--- config.mk ---
export PLATFORM = sky130hd
export DESIGN_NAME = fp16_result_packer
export DESIGN_NICKNAME = d
export VERILOG_FILES = /design/src/rtl/fp16_pkg.sv /design/src/rtl/fp16_round_pack.sv /design/src/rtl/fp16_result_packer.sv
export SDC_FILE = /design/constraint.sdc
export NUM_CORES = 1
export LEC_CHECK = 0
export ABC_CLOCK_PERIOD_IN_PS = 2880
export CAP_MARGIN = 0
export CORE_MARGIN = 4
export CORE_UTILIZATION = 30
export DETAILED_ROUTE_END_ITERATION = 6
export GPL_ROUTABILITY_DRIVEN = 0
export PLACE_DENSITY_LB_ADDON = 0.25
export SYNTH_ARGS = -nofsm -noshare
export SYNTH_HDL_FRONTEND = slang
export SYNTH_SLANG_ARGS = --single-unit
--- constraint.sdc ---
create_clock -name clock -period 2.88 [get_ports clock]
set_clock_uncertainty 0.2 [all_clocks]
set_input_delay 0.432 -clock clock [delete_from_list [all_inputs] [get_ports clock]]
set_output_delay 0.432 -clock clock [all_outputs]
set_load 0.005 [all_outputs]
--- src/rtl/fp16_pkg.sv ---
// fp16_pkg: shared binary16 constants and the result packer state encoding
package fp16_pkg;
    localparam int EXP_W = 5;
    localparam int FRAC_W = 10;
    localparam int MANT_W = FRAC_W + 4;
    localparam int BIAS = 15;
    localparam int EXP_MAX = 31;
    localparam logic [15:0] FP16_POS_INF = 16'h7C00;
    localparam logic [15:0] FP16_ZERO = 16'h0000;
    typedef enum logic [1:0] {IDLE, NORM, ROUND, DONE} state_t;
endpackage

--- src/rtl/fp16_round_pack.sv ---
// fp16_round_pack: round-to-nearest-even and pack a normalised mantissa into binary16
module fp16_round_pack
    import fp16_pkg::*;
(
    input  logic              sign,
    input  logic [EXP_W:0]    exp,
    input  logic [MANT_W-1:0] mant,
    output logic [15:0]       result
);
    logic round_up;
    logic [15:0] base;
    assign round_up = mant[1] & (mant[0] | mant[2]);
    // A rounding carry out of the fraction bumps the exponent field directly
    assign base = {sign, mant[FRAC_W+2] ? exp[EXP_W-1:0] : {EXP_W{1'b0}}, mant[FRAC_W+1:2]};
    assign result = (exp >= (EXP_W+1)'(EXP_MAX)) ? (FP16_POS_INF | {sign, 15'd0}) :
                    (mant == '0) ? FP16_ZERO : base + 16'(round_up);
endmodule

--- src/rtl/fp16_result_packer.sv ---
// fp16_result_packer: normalise an aligned mantissa sum one bit per cycle, then round and pack
module fp16_result_packer
    import fp16_pkg::*;
(
    input  logic              clock,
    input  logic              reset,
    input  logic              in_valid,
    output logic              in_ready,
    input  logic              in_sign,
    input  logic [EXP_W-1:0]  in_exp,
    input  logic [MANT_W-1:0] in_mant,
    output logic              out_valid,
    input  logic              out_ready,
    output logic [15:0]       result
);
    state_t state, state_n;
    logic sign_q;
    logic [EXP_W:0] exp_q, exp_n;
    logic [MANT_W-1:0] mant_q, mant_n;
    logic [15:0] result_q, packed_result;

    assign in_ready = state == IDLE;
    assign out_valid = state == DONE;
    assign result = result_q;

    fp16_round_pack u_round_pack (
        .sign   (sign_q),
        .exp    (exp_q),
        .mant   (mant_q),
        .result (packed_result)
    );

    always_comb begin
        state_n = state;
        exp_n = exp_q;
        mant_n = mant_q;
        case (state)
            IDLE: if (in_valid) begin
                state_n = NORM;
                exp_n = {1'b0, in_exp};
                mant_n = in_mant;
            end
            NORM: if (mant_q[MANT_W-1]) begin
                mant_n = {1'b0, mant_q[MANT_W-1:2], mant_q[1] | mant_q[0]};
                exp_n = exp_q + 1'b1;
            end else if (mant_q == '0) begin
                state_n = ROUND;
            end else if (!mant_q[MANT_W-2] && exp_q > (EXP_W+1)'(1)) begin
                // Left shifts stop at exp 1, leaving the value in the subnormal range
                mant_n = {mant_q[MANT_W-2:0], 1'b0};
                exp_n = exp_q - 1'b1;
            end else begin
                state_n = ROUND;
            end
            ROUND: state_n = DONE;
            DONE: state_n = out_ready ? IDLE : DONE;
            default: state_n = IDLE;
        endcase
    end

    always_ff @(posedge clock) begin
        if (reset) begin
            state <= IDLE;
            sign_q <= 1'b0;
            exp_q <= '0;
            mant_q <= '0;
            result_q <= FP16_ZERO;
        end else begin
            state <= state_n;
            exp_q <= exp_n;
            mant_q <= mant_n;
            if (state == IDLE && in_valid) sign_q <= in_sign;
            if (state == ROUND) result_q <= packed_result;
        end
    end
endmodule

==> out/qor.yml <==
worst_hold_path:
  hold_path.class: "register to register"
  whs_endpoint: "sign_q"
  min-delay-start: "sign_q"
  whs_path_depth: 2
place:
  detailed_place_hpwl_mm: 4.57
  numPortBuffers: 41
  placed_area_um2: 2830
  dp_cells: 402
  pre_cts_ws_ps: 200
synth:
  synth-async-reset-ratio_pct: 0
  synth_edf_count: 0
  ys_types: 50
  avgSynthCellArea_um2: 8.48
  yosysSeqAreaShare_pct: 33.7
  syn_inst: 273
  synth_nets: 302
  ys_seq_elements: 39
  ys.flop_type: "dfxtp_1"
  yosys_warnings: 0
  syn_area_um2: 2310
global_route:
  grt_pass1_wl_mm: 10.4
  grt_pass1_vias: 2039
  grt_max_degree: 24
  grt_overflow: 0
  grtUsageTotal_pct: 14.1
  antenna_found_initial: 0
die:
  die_height_um: 95.8
  placementRows: 31
  dieArea_um2: 9190
  fp.coreArea_um2: 7370
  boundaryPins: 42
  initial_core_util_pct: 31.4
  die_w_um: 95.8
worst_setup_path:
  crit_chain: "inv_1 -> ha_1 -> nor2_1 -> o31ai_4 -> or3_4 -> or3_1 -> a31oi_1"
  critical-path-max-stage-delay_ps: 470
  critPathArrivalTime_ps: 2440
  crit_path_top_delay_cell: "dfxtp_1"
  r2r-end: "exp_q[4]"
  end_kind: "register"
  regToRegSetupSlack_ps: 460
  reg2reg_from: "exp_q[1]"
  reg2reg_depth: 7
  start_kind: "register"
  worstSetupStartpoint: "exp_q[1]"
  worstSetupPathType: "register to register"
  worstPathMaxFanout: 7
  cp.required_ps: 2900
detailed_routing:
  drt_iter0_drc: 133
  drt-met1-wl_mm: 3.08
  detail-route-antenna-nets: 0
  num_vias: 2204
  top_layer_used: "met4"
  drc: 0
  drtPass1Iterations: 4
  wl_met3_um: 350
  viasPerCell: 5.36
  finalWirelength_mm: 6.34
  wl_met2_mm: 2.85
  wl_per_cell_um: 15.4
timing:
  timing.hold.ws_ps: 287
  layout_min_cycle_time_ps: 2420
  setup_viol: 0
  fin_ws_ps: 461
  grt_setup_unrepaired: "no"
  period_share_pct: 84.0
  relSlewSlack_pct: 51.2
  worst_pin_slew_ps: 732
  slew_violations: 0
  finalHoldViolations: 0
  fmax_mhz: 413
  setup-tns-final_ps: 0
cells_and_area:
  multi_input_area_um2: 1430
  seqCellArea_um2: 781
  areaGrowthSynthToFinish_pct: 27.5
  final_cell_mix: "41 x clkdlybuf4s50_1, 39 x dfxtp_1, 37 x nor2_1, 16 x nand2_1, 13 x and3_1"
  mostFrequentLayoutCell: "clkdlybuf4s50_1"
  instances_no_fill: 411
  drive_gt1_share_pct: 13.1
  nets: 340
  antenna-diode-count: 0
  nFillCells: 779
  fin_area_um2: 2950
clock_tree:
  cts_tree: "done"
  clk_latency_ps: 290
  clockRootBuffer: "clkbuf_8"
  clk_pin_slew_worst_paths_ps: 80
  h-tree-depth: 2
  cts_buffers: 5
  cts_sinks: 39
  clk_path_buf_depth: 2
job:
  drv_cap: 0
pwr:
  vdd_drop_max_mv: 0.329
  p_leak_nw: 1.08
  powerDensity_nw_per_um2: 937
status:
  status: "complete, no violations"
## per-stage QoR
step	power (mW)	util, %
floorplan	1.89	-
global placement	2.29	38.4
detailed placement	2.31	38.4
CTS	2.73	39.7
global route	2.97	40.0
finish	2.76	40.0
## how the worst max path moves through the flow
stage | to | slack [ps]
after global routing | mant_q[3] | 320
after global placement | mant_q[8] | 300
after floorplan | exp_q[2] | 770
after CTS | mant_q[11] | 150
final | exp_q[4] | 460
after detailed placement | mant_q[5] | 200
## cells by family after synthesis
family | Yosys count | synth area share (%)
buf+inv | 27 | 5.78
compound gates | 73 | 25.8
flops | 39 | 33.7
fa+ha+maj | 5 | 2.70
simple gates | 113 | 25.8
xor+xnor | 14 | 5.30
mux | 2 | 0.919
## cell usage after synthesis, types with 6 or more instances
library cell | count | area (um2)
a211oi_2 | 12 | 150
a21oi_1 | 11 | 55.1
a221oi_1 | 11 | 96.3
a22oi_1 | 10 | 75.1
and3_1 | 13 | 81.3
buf_2 | 8 | 40.0
clkbuf_1 | 12 | 45.0
dfxtp_1 | 39 | 781
nand2_1 | 16 | 60.1
nand3_1 | 6 | 30.0
nor2_1 | 37 | 139
nor3_1 | 9 | 45.0
nor4_1 | 6 | 37.5
o21ai_0 | 9 | 45.0
xnor2_1 | 7 | 61.3
xor2_1 | 7 | 61.3
## flip-flops by register name, indices dropped and copies added, names as in the netlist
name	cells
mant_q	14
exp_q	6
state	2
sign_q	1
result	16
## critical path, delay by kind of cell (launching register included)
kind,cells,cell delay [ps]
compound gates,2,290
flops,1,470
simple gates,3,1020
fa+ha+maj,1,230
buf+inv,1,140
## timing repair
action	CTS	global route
endpoints found under the setup margin	0	11
hold buffers	0	0
buffers inserted	0	0
gates resized for setup	0	1
## routing by layer
metal,GRT usage (%),vias to the layer above
li1,-,1089
met1,21.2,1043
met2,20.3,65
met3,2.66,7
met4,4.03,0
met5,0,-
## area by class of cell
| cell class | instances | share of cell area, % |
|---|---|---|
| Multi-Input combinational cell | 208 | 48.5 |
| Clock buffer | 8 | 3.39 |
| Inverter | 4 | 0.509 |
| Tap cell | 99 | 4.20 |
| Sequential cell | 39 | 26.5 |
| Timing Repair Buffer | 53 | 17.0 |
## power by group
part / leakage, nW / switching (mW) / total [mW] / internal, mW
combinational: 0.712 / 0.797 / 1.43 / 0.636
sequential: 0.320 / 0.216 / 0.918 / 0.702
clock: 0.0515 / 0.195 / 0.414 / 0.219
total: 1.08 / 1.21 / 2.76 / 1.56
(Power assumes the default switching activity.)
